==> src/rtl/id_pkg.sv <==
// Shared decode-stage constants and the forwarding-stage entry layout.
package id_pkg;

  localparam int unsigned NREG = 32;
  localparam int unsigned AW   = 5;
  localparam int unsigned DW   = 32;

  // One bypass stage as seen by an operand port.
  typedef struct packed {
    logic          valid;
    logic [AW-1:0] dest;
    logic          data_ok;
    logic [DW-1:0] data;
  } fwd_entry_t;

endpackage

==> src/rtl/operand_bypass.sv <==
// One read port: youngest-first bypass match, then pending check, then regfile.
module operand_bypass
  import id_pkg::*;
#(
  parameter int NFWD = 3
) (
  input  logic                        i_rd_en,
  input  logic [AW-1:0]               i_rd_addr,
  input  logic [DW-1:0]               i_rf_rdata,
  input  logic                        i_rd_pending,
  input  fwd_entry_t [NFWD-1:0]       i_fwd,
  output logic [DW-1:0]               o_op_data,
  output logic                        o_op_ready
);

  logic          w_match;
  logic          w_hit;
  logic          w_hit_ok;
  logic [DW-1:0] w_hit_data;

  // Scan oldest to youngest so the youngest matching stage is the one kept.
  always_comb begin
    w_match    = 1'b0;
    w_hit      = 1'b0;
    w_hit_ok   = 1'b0;
    w_hit_data = '0;
    for (int k = NFWD - 1; k >= 0; k--) begin
      w_match    = i_fwd[k].valid && (i_fwd[k].dest == i_rd_addr);
      w_hit      = w_hit | w_match;
      w_hit_ok   = w_match ? i_fwd[k].data_ok : w_hit_ok;
      w_hit_data = w_match ? i_fwd[k].data : w_hit_data;
    end
  end

  // Select the operand source; r0 and unused ports are always ready zero.
  always_comb begin
    o_op_data  = i_rf_rdata;
    o_op_ready = 1'b1;
    if (!i_rd_en || (i_rd_addr == '0)) begin
      o_op_data  = '0;
      o_op_ready = 1'b1;
    end else if (w_hit) begin
      o_op_data  = w_hit_data;
      o_op_ready = w_hit_ok;
    end else if (i_rd_pending) begin
      // Producer sits in a unit that never shows up on the bypass network.
      o_op_data  = i_rf_rdata;
      o_op_ready = 1'b0;
    end else begin
      o_op_data  = i_rf_rdata;
      o_op_ready = 1'b1;
    end
  end

endmodule

==> src/rtl/id_operand_scoreboard.sv <==
// Decode-stage operand hazard unit: per-register in-flight write counters,
// per-port operand resolution and the ID ready_go stall condition.
module id_operand_scoreboard #(
  parameter int NREG = id_pkg::NREG,
  parameter int AW   = id_pkg::AW,
  parameter int DW   = id_pkg::DW,
  parameter int NRP  = 2,
  parameter int NFWD = 3,
  parameter int CW   = 2
) (
  input  logic               clk,
  input  logic               resetn,
  input  logic [NRP-1:0]     rd_en,
  input  logic [NRP*AW-1:0]  rd_addr,
  input  logic [NRP*DW-1:0]  rf_rdata,
  output logic [NRP*DW-1:0]  op_data,
  output logic [NRP-1:0]     op_ready,
  input  logic               issue_we,
  input  logic [AW-1:0]      issue_dest,
  input  logic               issue_fire,
  output logic               ready_go,
  input  logic [NFWD-1:0]    fwd_valid,
  input  logic [NFWD*AW-1:0] fwd_dest,
  input  logic [NFWD-1:0]    fwd_data_ok,
  input  logic [NFWD*DW-1:0] fwd_data,
  input  logic               retire_we,
  input  logic [AW-1:0]      retire_dest,
  input  logic               flush,
  output logic               busy_any,
  output logic               underflow_err
);

  logic [CW-1:0]                  r_cnt     [NREG];
  logic [CW-1:0]                  w_cnt_nxt [NREG];
  logic [NREG-1:0]                w_inc;
  logic [NREG-1:0]                w_dec;
  logic                           w_uf_hit;
  logic                           w_busy_nxt;
  logic                           w_dest_full;
  logic                           r_busy;
  logic                           r_uf;
  logic [NRP-1:0]                 w_rd_pending;
  id_pkg::fwd_entry_t [NFWD-1:0]  w_fwd;

  // Gather the flat forwarding buses into per-stage entries.
  always_comb begin
    w_fwd = '0;
    for (int k = 0; k < NFWD; k++) begin
      w_fwd[k].valid   = fwd_valid[k];
      w_fwd[k].dest    = fwd_dest[k*AW +: AW];
      w_fwd[k].data_ok = fwd_data_ok[k];
      w_fwd[k].data    = fwd_data[k*DW +: DW];
    end
  end

  // Decode issue and retire strobes into per-register inc/dec; r0 never counts.
  always_comb begin
    w_inc = '0;
    w_dec = '0;
    for (int r = 1; r < NREG; r++) begin
      w_inc[r] = issue_fire && issue_we && (issue_dest == AW'(r));
      w_dec[r] = retire_we && (retire_dest == AW'(r));
    end
  end

  // Next counter values; flush wins, underflow holds at zero and is flagged.
  always_comb begin
    w_uf_hit   = 1'b0;
    w_busy_nxt = 1'b0;
    for (int r = 0; r < NREG; r++) begin
      w_cnt_nxt[r] = r_cnt[r];
      if (flush) begin
        w_cnt_nxt[r] = '0;
      end else if (w_inc[r] && !w_dec[r]) begin
        w_cnt_nxt[r] = r_cnt[r] + CW'(1);
      end else if (w_dec[r] && !w_inc[r]) begin
        if (r_cnt[r] == '0) begin
          w_uf_hit = 1'b1;
        end else begin
          w_cnt_nxt[r] = r_cnt[r] - CW'(1);
        end
      end else begin
        w_cnt_nxt[r] = r_cnt[r];
      end
      w_busy_nxt = w_busy_nxt | (w_cnt_nxt[r] != '0);
    end
  end

  // Counter array, registered busy view and the sticky underflow flag.
  always_ff @(posedge clk or negedge resetn) begin
    if (!resetn) begin
      for (int r = 0; r < NREG; r++) begin
        r_cnt[r] <= '0;
      end
      r_busy <= 1'b0;
      r_uf   <= 1'b0;
    end else begin
      for (int r = 0; r < NREG; r++) begin
        r_cnt[r] <= w_cnt_nxt[r];
      end
      r_busy <= w_busy_nxt;
      r_uf   <= r_uf | w_uf_hit;
    end
  end

  genvar gi;
  generate
    for (gi = 0; gi < NRP; gi++) begin : g_port
      assign w_rd_pending[gi] = (r_cnt[rd_addr[gi*AW +: AW]] != '0);

      operand_bypass #(
        .NFWD (NFWD)
      ) u_bypass (
        .i_rd_en      (rd_en[gi]),
        .i_rd_addr    (rd_addr[gi*AW +: AW]),
        .i_rf_rdata   (rf_rdata[gi*DW +: DW]),
        .i_rd_pending (w_rd_pending[gi]),
        .i_fwd        (w_fwd),
        .o_op_data    (op_data[gi*DW +: DW]),
        .o_op_ready   (op_ready[gi])
      );
    end
  endgenerate

  // A further writer of a saturated register must wait for a retire.
  assign w_dest_full   = issue_we && (issue_dest != '0) && (r_cnt[issue_dest] == {CW{1'b1}});
  assign ready_go      = (&op_ready) && !w_dest_full;
  assign busy_any      = r_busy;
  assign underflow_err = r_uf;

endmodule

==> config.mk <==
export PLATFORM = sky130hd
export DESIGN_NAME = id_operand_scoreboard
export DESIGN_NICKNAME = d
export VERILOG_FILES = /design/src/rtl/id_pkg.sv /design/src/rtl/operand_bypass.sv /design/src/rtl/id_operand_scoreboard.sv
export SDC_FILE = /design/constraint.sdc
export NUM_CORES = 1
export LEC_CHECK = 0
export CAP_MARGIN = 10
export CORE_UTILIZATION = 45
export DETAILED_ROUTE_END_ITERATION = 10
export PLACE_DENSITY = 0.79
export RECOVER_POWER = 50
export SYNTH_ARGS = -nofsm -noshare
export SYNTH_HDL_FRONTEND = slang
export SYNTH_SLANG_ARGS = --single-unit
==> constraint.sdc <==
create_clock -name clk -period 3.4 [get_ports clk]
set_clock_uncertainty 0.1 [all_clocks]
set_input_delay 0.51 -clock clk [delete_from_list [all_inputs] [get_ports clk]]
set_output_delay 0.51 -clock clk [all_outputs]
set_load 0.02 [all_outputs]
### Word-level counts from Yosys, hierarchy flattened

Cells that the tools add are included.
Widths: inputs -> output; s select.

| word-level totals | value |
|---|---|
| flip-flop bits (word level) | 66 |
| input bits | 209 |
| output and inout port bits | 69 |
| word-level logic and storage cells | 757 |

| operators by class | value |
|---|---|
| add/sub/neg operators | 62 |
| $lt $le $gt $ge | 3 |
| equal/unequal tests | 69 |
| mux-type cells | 280 |
| bitwise logic cells | 39 |
| reductions and logical operators | 270 |

Operators with widths:

| kind | count |
|---|---|
| $mux 32 | 10 |
| $mux 2 | 131 |
| $eq 5x5->1 const B | 32 |
| $mux 1 | 136 |
| $logic_and 1x1->1 | 134 |
| $eq 5x4->1 const B | 16 |
| $reduce_bool 2->1 | 34 |
| $logic_not 1->1 | 65 |
| $add 2x1->2 const B | 31 |
| $logic_not 2->1 | 31 |
| $sub 2x1->2 const B | 31 |
| $eq 5x3->1 const B | 8 |
| $or 1x1->1 | 36 |
| $bmux 2 s5 | 3 |
| $eq 5x5->1 | 6 |
| $eq 5x2->1 const B | 4 |
| $ge 6x6->1 const B | 3 |
| $not 5->6 | 3 |
| $eq 5x1->1 const B | 2 |
| $logic_not 5->1 | 2 |
| $reduce_bool 5->1 | 1 |
| $eq 2x2->1 const B | 1 |
| $logic_or 1x1->1 | 2 |
| $reduce_and 2->1 | 1 |

### Depth between registers and ports, before layout

| depth | value |
|---|---|
| word-level depth | 128 |
| depth in mapped cells | 12 |
| mapped depth without buffers | 9 |

### Hierarchy

A second synthesis with hierarchy kept.

| second synthesis, totals | value |
|---|---|
| cells, all modules | 1,206 |
| area total of the unflattened synthesis | 9,962.1 µm² |

By module, submodules not included:

| module | times used | cells an instance | area an instance (µm²) | sequential area each (µm²) |
|---|---|---|---|---|
| id_operand_scoreboard | 1 | 838 | 7,174.4 | 1,651.6 |
| operand_bypass | 2 | 184 | 1,393.8 | 0.0 |

### Worst setup path before layout

Ideal clock, no wire load.

| path | value |
|---|---|
| path kind | input -> output |
| from | in rd_addr[1] |
| to | out ready_go |
| arrival time | 2,914 ps |
| data required time | 2,790 ps |
| slack | -124 ps |
| stages on the path | 10 |
| path buffers | 3 |
| cells stage by stage | clkbuf_1 clkbuf_1 clkbuf_1 a21oi_1 mux4_2 nand2_1 a21oi_1 a2111o_1 a22oi_1 and3_1 |

| on the way | value |
|---|---|
| cells in the longest elaborated chain, start to end | 10 |
| elaborated cells between the ends (all ways) | 23 |
| classes of those cells | eq/ne (3); mux (9); bitwise (3); reduce/logical (8) |

RTL lines:

| what | line | source |
|---|---|---|
| start, declared | id_operand_scoreboard.sv:14 | `input logic [NRP*AW-1:0] rd_addr,` |
| $not 5->6 (implied by the code) | id_operand_scoreboard.sv:109 | `assign w_rd_pending[gi] = (r_cnt[rd_addr[gi*AW +: AW]] != '0);` |
| $bmux 2 s5 | id_operand_scoreboard.sv:109 |  |
| $mux 2 (implied by the code) (2 in series) | id_operand_scoreboard.sv:109 |  |
| $reduce_bool 2->1 | id_operand_scoreboard.sv:109 |  |
| $mux 1 | operand_bypass.sv:45 | `end else if (i_rd_pending) begin` |
| $mux 1 | operand_bypass.sv:42 | `end else if (w_hit) begin` |
| $mux 1 (*) | operand_bypass.sv:39 | `if (!i_rd_en \|\| (i_rd_addr == '0)) begin` |
| named net g_port[0].u_bypass.o_op_ready | operand_bypass.sv:13 | `output logic o_op_ready` |
| $reduce_and 2->1 (*) | id_operand_scoreboard.sv:127 | `assign ready_go = (&op_ready) && !w_dest_full;` |
| $logic_and 1x1->1 (*) | id_operand_scoreboard.sv:127 |  |
| end, declared | id_operand_scoreboard.sv:21 | `output logic ready_go,` |

The timed path passes the listed nets; every way through them passes the cells marked *. The select of a mux whose other input is x is not followed.

### Worst setup path after layout

| path | value |
|---|---|
| from | in rd_addr[7] |
| to | out op_data[54] |

| on the way | value |
|---|---|
| cells in the longest elaborated chain, start to end | 7 |
| elaborated cells between the ends (all ways) | 15 |
| classes of those cells | eq/ne (3); mux (5); bitwise (2); reduce/logical (5) |

RTL lines:

| what | line | source |
|---|---|---|
| $eq 5x5->1 | operand_bypass.sv:28 | `w_match = i_fwd[k].valid && (i_fwd[k].dest == i_rd_addr);` |
| $logic_and 1x1->1 | operand_bypass.sv:28 |  |
| $mux 32 (3 in series) | operand_bypass.sv:31 | `w_hit_data = w_match ? i_fwd[k].data : w_hit_data;` |
| $mux 32 | operand_bypass.sv:42 |  |
| $mux 32 (*) | operand_bypass.sv:39 |  |
| end, declared | id_operand_scoreboard.sv:16 | `output logic [NRP*DW-1:0] op_data,` |

Mark *: on every way between the ends. The rest lies on a longest branch, timed or not.

==> out/qor.csv <==
stage,metric,value,unit
placement,port bufs,277,
timing,Slew Limit Fails,29,
clock_tree,cts hold-fix bufs,0,
global_route,global-route wire length before repair,72.0,mm
clock_tree,CTS tree,yes,
logic_synthesis,Post-synth EDFFs,0,
timing,RSZ-0062 raised after global routing,true,
clock_tree,Root Driver,clkbuf_16,
final_layout,fin nets,2181,
logic_synthesis,"Primary FF master, synth",dfrtp_1,
setup_path,Setup crit end kind,output pin,
setup_path,CP Launch Type,input port,
detailed_routing,vias per cell,6.45,
detailed_routing,Routed wire per std cell,24.2,um
floorplanning,initial core utilization,0.461,
floorplanning,die height,149,um
setup_path,WP data arrival,2.86,ns
timing,Hold WS,0.363,ns
setup_path,crit path kind,input port to output pin,
detailed_routing,Vias,13900,
global_route,vias in the first global route,13000,
placement,Detail Placement HPWL,36.7,mm
final_layout,Syn-to-layout area delta,74.2,%
floorplanning,die width,149,um
logic_synthesis,fraction of registers with async set/reset,1.00,
timing,"Setup violations, final",8,
power_and_ir_drop,Power Dens Cells,193,nW/um2
clock_tree,H-tree lvl count,3,
clock_tree,Skew-Pair Late Insertion Delay,0.36,ns
logic_synthesis,Mapped Cells,1291,
global_route,initial antenna violation count,2,
detailed_routing,final wirelength,52.4,mm
clock_tree,CTS Buffer Depth,2,
timing,period utilisation layout,1.02,
floorplanning,area of the core,21200,um2
clock_tree,CTS buffer count,9,
global_route,GR Util All Layers,0.428,
global_route,overflow left after global routing,0,
logic_synthesis,count of cell types in the netlist,85,
final_layout,ratio of cells with drive above 1 in the final layout,0.356,
detailed_routing,1st-iter DRT viols,1581,
timing,Fmax,288,MHz
detailed_routing,DRC Markers,0,
timing,final worst slack,-0.0723,ns
clock_tree,clk slew on worst S/H paths,0.06,ns
status,failing checks,"max-capacitance violations, max-slew violations, negative setup slack",
logic_synthesis,commonest cells in the netlist,"nor2_1, a21oi_1, a211oi_1",
logic_synthesis,synthesized area,9740,um2
final_layout,# fillers,1301,
floorplanning,Rows,53,
logic_synthesis,Avg Synthesized Cell Area,7.55,um2
timing,final hold violation count,0,
final_layout,post-layout util,0.802,
logic_synthesis,cell with the most instances after synthesis,nor2_1,
logic_synthesis,number of synthesis warnings,0,
floorplanning,Die ar.,22200,um2
clock_tree,clk sinks,66,
detailed_routing,Detailed Routing Iterations Pass 1,6,
placement,routability cong.,1.04,
hold_path,HP Class,flop to flop,
power_and_ir_drop,Max rail drop VDD,0.249,mV
logic_synthesis,Yosys top cell area share,0.170,
logic_synthesis,#FFs+latches synth,66,
run,maxcap violations,1,
timing,Tmin final,3.47,ns
placement,pre-CTS setup slack,-0.906,ns
timing,Tightest Pin Transition,1.78,ns
logic_synthesis,syn_nets,1593,
setup_path,Critical Path RT,2.79,ns
detailed_routing,DRT antenna net count,0,
timing,Slew headroom,-0.185,
setup_path,CP Max Fanout,10,
logic_synthesis,Synth area leaders,"dfrtp_1, ha_1, nor2_1",
floorplanning,IO Count,278,
global_route,pin count of the biggest net entering global routing,40,
status,status,"finished, violations left",
power_and_ir_drop,Pleak,7.44,nW
logic_synthesis,cell taking the most area after synthesis,dfrtp_1,
logic_synthesis,"Seq/Total Area, Yosys",0.170,
placed cells by master (no fill, tap or decap), types with 15 or more instances in the layout:
cell             count
a211oi_1            64
mux2i_1             58
o21ai_0             26
a21oi_1            113
buf_6               28
nor3_1              27
nand2_1             49
nand3_1             37
xnor2_1             28
mux2i_2             17
inv_1               69
xor2_1              26
clkdlybuf4s50_1    179
nor2_2              22
nor2_1             190
buf_12              23
buf_4              346
dlymetal6s2s_1      15
buf_2               40
dfrtp_1             65
a211oi_2            40
ha_1                93
state kept, by name (all words and copies together) (netlist names):
name / count
r_cnt: 64
underflow_err: 1
busy_any: 1
cell families after synthesis:
logic type                 after synthesis  synth area share
adders and majority gates               93             0.119
and+or+nand+nor                        458             0.234
AOI/OAI and AO/OA                      362             0.254
xor gates and xnor gates                54            0.0485
DFF                                     66             0.170
buffers and inverters                  164            0.0672
muxes                                   94             0.107
critical path, stage by stage:
cell           delay (ns)
dlygate4sd2_1        0.32
xor2_1               0.20
nor4_2               0.35
buf_4                0.18
nand3_4              0.16
buf_12               0.20
buf_16               0.15
buf_4                0.14
a211oi_1             0.29
a21oi_1              0.08
nor2_1               0.12
buf_4                0.15
routing by layer:
metal  part of all wire  GRT usage
met4              0.082      0.268
met1               0.35      0.504
met3               0.12      0.118
met2               0.45      0.686
met5            0.00017          0
power by group:
group	leakage (nW)	switching (W)	total (W)	internal (W)
logic	6.37	0.000694	0.00139	0.000694
clock network	0.152	0.000428	0.00108	0.000648
registers	0.911	0.0000104	0.000806	0.000796
final timing paths:
kind                                     from            end  slack (ns)  cells past startpoint
worst max-delay path               rd_addr[7]    op_data[54]       -0.07                     12
max in group asynchronous              resetn      r_cnt[12]        0.64                      2
worst max register to register      r_cnt[20]       busy_any        0.29                     10
worst min-delay path            underflow_err  underflow_err        0.36                      1
min in group asynchronous              resetn      r_cnt[18]        0.52                      1
worst min register to register  underflow_err  underflow_err        0.36                      1
what timing repair did:
| item | CTS | global route |
|---|---|---|
| resized for setup | 348 | 211 |
| endpoints found under the setup margin | 69 | 69 |
| buffers inserted | 24 | 22 |
| gates cloned | 9 | 4 |
| endpoints found under the hold margin | 0 | 0 |
| pin swaps | 31 | 52 |
final cells by class:
type                       count  area (um2)  area share
antenna                        5        12.5    0.000737
clock buffer                   9         225      0.0133
clock inverter                 7         101     0.00597
inverter                      69         259      0.0153
multi-input combinational   1061        8280       0.488
sequential                    66        1650      0.0974
tap                          275         344      0.0203
timing repair buffer         672        6090       0.359
metrics by stage:
step	TNS, ns	instances	cell area [um2]	power (W)
after detailed placement	-41.25	2091	15300	0.00203
after floorplan	0	1291	9750	0.00131
final	-0.243	2164	17000	0.00327
after global placement	-38.55	2091	15300	0.00201
after global routing	-0.726	2160	17000	0.00334
after CTS	-0.0282	2140	16400	0.00313
(Power assumes the default switching activity.)
